--- config.mk ---
export PLATFORM = sky130hd
export DESIGN_NAME = mem_io_bridge_flat
export DESIGN_NICKNAME = d
export VERILOG_FILES = /design/src/rtl/mem_io_bridge_if.sv /design/src/rtl/mem_io_bridge.sv /design/src/flat_wrapper.sv
export SDC_FILE = /design/constraint.sdc
export NUM_CORES = 1
export LEC_CHECK = 0
export CAP_MARGIN = 20
export CORE_MARGIN = 5
export CORE_UTILIZATION = 25
export CTS_BUF_LIST = sky130_fd_sc_hd__clkbuf_8
export DETAILED_ROUTE_END_ITERATION = 12
export PLACE_DENSITY_LB_ADDON = 0.25
export SYNTH_ARGS = -nofsm -noshare
export SYNTH_HDL_FRONTEND = slang
export SYNTH_SLANG_ARGS = --single-unit
--- constraint.sdc ---
create_clock -name clk -period 3.7 [get_ports clk]
set_input_delay 1.11 -clock clk [delete_from_list [all_inputs] [get_ports clk]]
set_output_delay 1.11 -clock clk [all_outputs]
set_load 0.1 [all_outputs]
--- src/rtl/mem_io_bridge_if.sv ---
// Core data-memory port bundle: core access, BRAM side, and UART TX/RX byte streams.
// master = core/BRAM/UART environment; slave = the bridge.
interface mem_io_if #(
    parameter int XLEN = 32
);
    logic [XLEN-1:0] mem_adr;
    logic [XLEN-1:0] mem_wdata;
    logic [3:0]      wea;
    logic            mem_re;
    logic            retire;
    logic [XLEN-1:0] din;
    logic [3:0]      dmem_we;
    logic [XLEN-1:0] dmem_rdata;
    logic [7:0]      tx_data;
    logic            tx_valid;
    logic            tx_ready;
    logic [7:0]      rx_data;
    logic            rx_valid;
    logic            rx_ready;

    modport master (
        output mem_adr, mem_wdata, wea, mem_re, retire, dmem_rdata, tx_ready, rx_data, rx_valid,
        input  din, dmem_we, tx_data, tx_valid, rx_ready
    );

    modport slave (
        input  mem_adr, mem_wdata, wea, mem_re, retire, dmem_rdata, tx_ready, rx_data, rx_valid,
        output din, dmem_we, tx_data, tx_valid, rx_ready
    );
endinterface

--- src/rtl/mem_io_bridge.sv ---
// Data-memory bridge: routes core M-stage accesses to BRAM or MMIO (UART TX/RX, counters).
// Optional feature macro: MEM_IO_COUNTERS_EN enables the cycle/retired-instruction counters.
module mem_io_bridge #(
    parameter int XLEN     = 32,
    parameter int RX_DEPTH = 4
) (
    input  logic     clk,
    input  logic     rst,
    mem_io_if.slave  bus
);
    localparam int AW = $clog2(RX_DEPTH);
    localparam int PW = AW + 1;

    localparam logic [7:0] OFF_STATUS = 8'h00;
    localparam logic [7:0] OFF_RXD    = 8'h04;
    localparam logic [7:0] OFF_TXD    = 8'h08;
    localparam logic [7:0] OFF_CYC    = 8'h10;
    localparam logic [7:0] OFF_INS    = 8'h14;
    localparam logic [7:0] OFF_CLR    = 8'h18;

    logic       io_sel;
    logic [7:0] off;

    assign io_sel      = bus.mem_adr[31];
    assign off         = bus.mem_adr[7:0];
    assign bus.dmem_we = io_sel ? 4'b0000 : bus.wea;

    logic [7:0]    fifo_mem [RX_DEPTH];
    logic [PW-1:0] wr_ptr;
    logic [PW-1:0] rd_ptr;
    logic          empty;
    logic          full;
    logic          push;
    logic          pop;

    // Extra pointer bit distinguishes full from empty when the index bits match.
    assign empty        = (wr_ptr == rd_ptr);
    assign full         = (wr_ptr[AW-1:0] == rd_ptr[AW-1:0]) && (wr_ptr[AW] != rd_ptr[AW]);
    assign bus.rx_ready = ~full;
    assign push         = bus.rx_valid & ~full;
    assign pop          = bus.mem_re & io_sel & (off == OFF_RXD) & ~empty;

    always_ff @(posedge clk or posedge rst) begin
        if (rst) begin
            wr_ptr <= '0;
            rd_ptr <= '0;
        end else begin
            if (push) wr_ptr <= wr_ptr + PW'(1);
            if (pop)  rd_ptr <= rd_ptr + PW'(1);
        end
    end

    always_ff @(posedge clk) begin
        if (push) fifo_mem[wr_ptr[AW-1:0]] <= bus.rx_data;
    end

    logic       tx_vld;
    logic [7:0] tx_byte;
    logic       wr_tx;

    assign wr_tx        = io_sel & (off == OFF_TXD) & bus.wea[0];
    assign bus.tx_valid = tx_vld;
    assign bus.tx_data  = tx_byte;

    // Handshake has priority, so a store in the handshake cycle still sees tx_vld=1 and is dropped.
    always_ff @(posedge clk or posedge rst) begin
        if (rst) begin
            tx_vld  <= 1'b0;
            tx_byte <= 8'h00;
        end else if (tx_vld && bus.tx_ready) begin
            tx_vld  <= 1'b0;
        end else if (wr_tx && !tx_vld) begin
            tx_vld  <= 1'b1;
            tx_byte <= bus.mem_wdata[7:0];
        end
    end

    logic [31:0] cyc_rd;
    logic [31:0] ins_rd;

`ifdef MEM_IO_COUNTERS_EN
    logic [31:0] cycle_cnt;
    logic [31:0] instr_cnt;
    logic        wr_clr;

    assign wr_clr = io_sel & (off == OFF_CLR) & (bus.wea != 4'b0000);

    always_ff @(posedge clk or posedge rst) begin
        if (rst) begin
            cycle_cnt <= 32'd0;
            instr_cnt <= 32'd0;
        end else if (wr_clr) begin
            cycle_cnt <= 32'd0;
            instr_cnt <= 32'd0;
        end else begin
            cycle_cnt <= cycle_cnt + 32'd1;
            if (bus.retire) instr_cnt <= instr_cnt + 32'd1;
        end
    end

    assign cyc_rd = cycle_cnt;
    assign ins_rd = instr_cnt;
`else
    logic unused_retire;

    assign unused_retire = bus.retire;
    assign cyc_rd        = 32'd0;
    assign ins_rd        = 32'd0;
`endif

    logic [XLEN-1:0] io_rd;

    always_comb begin
        io_rd = '0;
        case (off)
            OFF_STATUS: io_rd[1:0] = {~empty, ~tx_vld};
            OFF_RXD:    io_rd[7:0] = empty ? 8'h00 : fifo_mem[rd_ptr[AW-1:0]];
            OFF_CYC:    io_rd      = XLEN'(cyc_rd);
            OFF_INS:    io_rd      = XLEN'(ins_rd);
            default:    io_rd      = '0;
        endcase
    end

    // Stage p0 -> p1: capture source select and MMIO value alongside the BRAM read.
    logic            vld_p1;
    logic            sel_io_p1;
    logic [XLEN-1:0] io_p1;
    logic [XLEN-1:0] din_hold;
    logic [XLEN-1:0] din_p1;

    always_ff @(posedge clk or posedge rst) begin
        if (rst) begin
            vld_p1    <= 1'b0;
            sel_io_p1 <= 1'b0;
        end else begin
            vld_p1 <= bus.mem_re;
            if (bus.mem_re) sel_io_p1 <= io_sel;
        end
    end

    always_ff @(posedge clk) begin
        if (bus.mem_re) io_p1 <= io_rd;
    end

    // BRAM data only exists in the cycle after the read, so din is latched for hold cycles.
    assign din_p1  = vld_p1 ? (sel_io_p1 ? io_p1 : bus.dmem_rdata) : din_hold;
    assign bus.din = din_p1;

    always_ff @(posedge clk or posedge rst) begin
        if (rst) din_hold <= '0;
        else     din_hold <= din_p1;
    end

    logic unused_bits;

    assign unused_bits = ^{bus.mem_adr[XLEN-2:8], bus.mem_wdata[XLEN-1:8]};

endmodule

--- src/flat_wrapper.sv ---
// flat-port wrapper written by rule: the top's interface ports become plain ports
module mem_io_bridge_flat 
#(
    parameter int XLEN     = 32,
    parameter int RX_DEPTH = 4
)
  (clk, rst, bus_mem_adr, bus_mem_wdata, bus_wea, bus_mem_re, bus_retire, bus_dmem_rdata, bus_tx_ready, bus_rx_data, bus_rx_valid, bus_din, bus_dmem_we, bus_tx_data, bus_tx_valid, bus_rx_ready);
  mem_io_if #(.XLEN(XLEN)) bus_i ();
  input  logic clk;
  input  logic rst;
  input wire logic [$bits(bus_i.mem_adr)-1:0] bus_mem_adr;
  input wire logic [$bits(bus_i.mem_wdata)-1:0] bus_mem_wdata;
  input wire logic [$bits(bus_i.wea)-1:0] bus_wea;
  input wire logic [$bits(bus_i.mem_re)-1:0] bus_mem_re;
  input wire logic [$bits(bus_i.retire)-1:0] bus_retire;
  input wire logic [$bits(bus_i.dmem_rdata)-1:0] bus_dmem_rdata;
  input wire logic [$bits(bus_i.tx_ready)-1:0] bus_tx_ready;
  input wire logic [$bits(bus_i.rx_data)-1:0] bus_rx_data;
  input wire logic [$bits(bus_i.rx_valid)-1:0] bus_rx_valid;
  output wire logic [$bits(bus_i.din)-1:0] bus_din;
  output wire logic [$bits(bus_i.dmem_we)-1:0] bus_dmem_we;
  output wire logic [$bits(bus_i.tx_data)-1:0] bus_tx_data;
  output wire logic [$bits(bus_i.tx_valid)-1:0] bus_tx_valid;
  output wire logic [$bits(bus_i.rx_ready)-1:0] bus_rx_ready;
  assign bus_i.mem_adr = bus_mem_adr;
  assign bus_i.mem_wdata = bus_mem_wdata;
  assign bus_i.wea = bus_wea;
  assign bus_i.mem_re = bus_mem_re;
  assign bus_i.retire = bus_retire;
  assign bus_i.dmem_rdata = bus_dmem_rdata;
  assign bus_i.tx_ready = bus_tx_ready;
  assign bus_i.rx_data = bus_rx_data;
  assign bus_i.rx_valid = bus_rx_valid;
  assign bus_din = bus_i.din;
  assign bus_dmem_we = bus_i.dmem_we;
  assign bus_tx_data = bus_i.tx_data;
  assign bus_tx_valid = bus_i.tx_valid;
  assign bus_rx_ready = bus_i.rx_ready;
  mem_io_bridge #(.XLEN(XLEN), .RX_DEPTH(RX_DEPTH)) u_core (.clk(clk), .rst(rst), .bus(bus_i));
endmodule
==> impl_metrics.py <==
metrics = {
    "route": {
        "wl_met3_um": 541,
        "via_per_inst": 4.10,
        "firstDrtPassIters": 4,
        "top_layer_used": "met4",
        "route.layer.met1.wl_mm": 3.50,
        "antenna_left": 0,
        "num_vias": 2364,
        "wl_per_cell_um": 14.7,
        "routed_wirelength_mm": 8.48,
        "dr_wl_met2_mm": 4.29,
        "drc": 0,
        "initialDrtViolationCount": 57,
    },
    "worst_setup_path": {
        "critPathSlowestCell": "clkdlybuf4s50_1",
        "crit_fanout": 2,
        "cp.required_ns": 2.59,
        "crit_path_start_kind": "input pin",
        "r2r_end": "u_core.fifo_mem[3][1]",
        "r2r_setup_slack_ns": 1.49,
        "endpoint_kind": "primary output",
        "worstPathCellList": "clkdlybuf4s50_1, mux2i_1, a21oi_1, buf_12",
        "cpPeakStageDelay_ns": 0.51,
        "crit_type": "in -> out",
        "worstPathArrival_ns": 2.35,
        "reg2regPathDepth": 3,
        "r2r_start": "u_core.rd_ptr[1]",
    },
    "sta": {
        "whs_ns": 0.522,
        "fmax_ghz": 0.289,
        "period_share": 0.934,
        "finalWorstSetupSlack_ns": 0.245,
        "finalSetupTns_ns": 0,
        "fin_crit_ns": 3.46,
        "slew_headroom": 0.650,
        "fin_skew_ns": 0.00926,
        "finalHoldViolations": 0,
        "slew_viol_final": 0,
        "worstMarginPinSlew_ns": 0.525,
        "rsz0062_at_grt": "false",
        "setup_viol_count_final": 0,
    },
    "logic_synthesis": {
        "syn-mean-instance-area_um2": 13.5,
        "yosysUniqueCellTypes": 29,
        "synth_top_family_by_area": "multiplexers",
        "synth_xor_area_frac": 0.0193,
        "synthMuxAreaShare": 0.108,
        "synth_nets": 387,
        "ys_ff_latch": 89,
        "yosysWarnings": 0,
        "syn_area_um2": 3630,
        "synth-simple-area-share": 0.0838,
        "seq_area_frac_synth": 0.669,
        "synthCells": 268,
        "synthAdderAreaFrac": 0.0172,
        "synth-compound-area-share": 0.0573,
    },
    "cells_and_area": {
        "design_area_um2": 5520,
        "layout_common_cells": "clkdlybuf4s50_1, dfrtp_1, edfxtp_1, buf_12, inv_1",
        "fillerInstances": 1369,
        "final_common_cell": "clkdlybuf4s50_1",
        "area.growth.synth_to_final_pct": 52.2,
        "antenna_cells": 0,
        "drive_above_1_share": 0.240,
        "fin_nets": 506,
    },
    "clock_tree": {
        "clk_latency_ns": 0.37,
        "cts_sinks": 89,
        "postCtsHoldBufs": 0,
        "cts_max_level": 3,
        "clock_path_buffers": 2,
        "cts_tree": "done",
        "clockRootBuffer": "clkbuf_8",
        "cts.repair.resized": 0,
        "postCtsSetupBuffers": 0,
        "clkTransAtPathRegs_ns": 0.09,
        "numCtsBuffers": 9,
    },
    "floorplan": {
        "die-area_um2": 17000,
        "die_y_um": 130,
        "core_area_um2": 14400,
        "io_pins": 160,
        "dieWidth_um": 130,
        "start_util": 0.252,
        "rows": 44,
    },
    "grt": {
        "antenna_found_initial": 0,
        "grt_pass1_vias": 2405,
        "overflow": 0,
        "track_usage": 0.102,
        "grt_max_degree": 25,
        "grt_pass1_wl_mm": 12.9,
    },
    "power": {
        "power_density_nw_per_um2": 509,
        "p_leak_uw": 0.00227,
        "peakVddDrop_v": 0.000200,
        "power.total_uw": 2810,
    },
    "hold_path": {
        "min_from": "u_core.bus.tx_data[6]",
        "hold_depth": 1,
        "holdCritPathClass": "reg -> reg",
        "hold_end": "u_core.bus.tx_data[6]",
    },
    "placement": {
        "port_buffers": 111,
        "dp_slack_ns": 0.277,
        "gp_congestion": 0.712,
        "dpl_cell_area_um2": 5310,
        "dp_hpwl_mm": 6.31,
    },
    "job": {
        "maxCapViolations": 0,
    },
    "run_status": {
        "status": "completed",
    },
}
[logic make-up (layout without fill, tap and decap cells)]
logic type,after synthesis,in the layout
AOI/OAI and AO/OA,39,39
xor gates and xnor gates,8,8
adders and majority gates,5,5
buffers and inverters,41,165
DFF,89,89
muxes,25,25
and+or+nand+nor,61,61
[flip-flops by register name, summed over array words and instances, names as in the netlist]
signal               cells
u_core.bus.tx_data       8
u_core.rd_ptr            3
u_core.din_hold         32
u_core.vld_p1            1
u_core.fifo_mem         32
u_core.io_p1             8
u_core.sel_io_p1         1
u_core.wr_ptr            3
u_core.bus.tx_valid      1
[worst max-delay path, delay by kind of cell]
| family | cells | cell delay (ns) |
|---|---|---|
| buffers and inverters | 2 | 0.74 |
| AOI/OAI and AO/OA | 1 | 0.40 |
| muxes | 1 | 0.08 |
[Yosys cell counts]
| library cell | count | area share |
|---|---|---|
| nand4_1 | 1 | 0.0017 |
| a311o_2 | 1 | 0.0031 |
| dfrtp_1 | 49 | 0.34 |
| clkbuf_1 | 7 | 0.0072 |
| a31oi_1 | 2 | 0.0034 |
| nor3_1 | 1 | 0.0014 |
| ha_1 | 5 | 0.017 |
| edfxtp_1 | 40 | 0.33 |
| nor2_1 | 9 | 0.0093 |
| or4_4 | 2 | 0.0062 |
| a21oi_1 | 9 | 0.012 |
| a31o_2 | 1 | 0.0024 |
| inv_1 | 31 | 0.032 |
| nand3_1 | 2 | 0.0028 |
| mux2_4 | 8 | 0.033 |
| nor2_2 | 1 | 0.0017 |
| nor4_1 | 1 | 0.0017 |
| and2_1 | 4 | 0.0069 |
| mux2i_1 | 8 | 0.022 |
| nor2b_1 | 13 | 0.022 |
| or4b_2 | 1 | 0.0028 |
| xor2_1 | 4 | 0.0097 |
| nand2_1 | 26 | 0.027 |
| o21ai_0 | 26 | 0.036 |
| buf_2 | 2 | 0.0028 |
| mux2_2 | 1 | 0.0031 |
| mux4_2 | 8 | 0.050 |
| xnor2_1 | 4 | 0.0097 |
| buf_6 | 1 | 0.0031 |
[worst max path at each step]
stage                       from     endpoint  slack (ns)  cells after the start
6_report       bus_dmem_rdata[1]   bus_din[1]        0.24                      4
5_1_grt        bus_dmem_rdata[1]   bus_din[1]        0.20                      4
4_1_cts        bus_dmem_rdata[1]   bus_din[1]        0.26                      4
3_5_place_dp   bus_dmem_rdata[1]   bus_din[1]        0.28                      4
3_3_place_gp   bus_dmem_rdata[1]   bus_din[1]        0.25                      4
2_1_floorplan      u_core.vld_p1  bus_din[28]       -0.19                      2
[through the flow]
stage / instances / util
6_report: 576 / 0.384
5_1_grt: 576 / 0.384
4_1_cts: 576 / 0.384
3_5_place_dp: 560 / 0.370
3_3_place_gp: 560 / 0.370
2_1_floorplan: 268 / -
[per-layer routing]
metal / vias to the layer above / track usage
met4: 0 / 0.0472
met2: 68 / 0.170
met5: - / 0
met3: 14 / 0.0285
met1: 1123 / 0.121
li1: 1159 / -
[power by group]
part	internal (µW)	leakage (µW)	switching [µW]
combinational	318	0.00117	565
sequential	1170	0.00100	50.6
clock	325	0.000103	379
total	1810	0.00227	995
[cell type report]
| cell class | instances | area [µm²] | area share |
|---|---|---|---|
| clock buffer | 9 | 124 | 0.0224 |
| clock inverter | 7 | 83.8 | 0.0152 |
| inverter | 31 | 116 | 0.0211 |
| multi-input combinational | 138 | 1040 | 0.188 |
| sequential | 89 | 2430 | 0.440 |
| tap | 184 | 230 | 0.0417 |
| timing repair buffer | 118 | 1500 | 0.272 |
No activity file was read; power rests on OpenSTA's default activity.
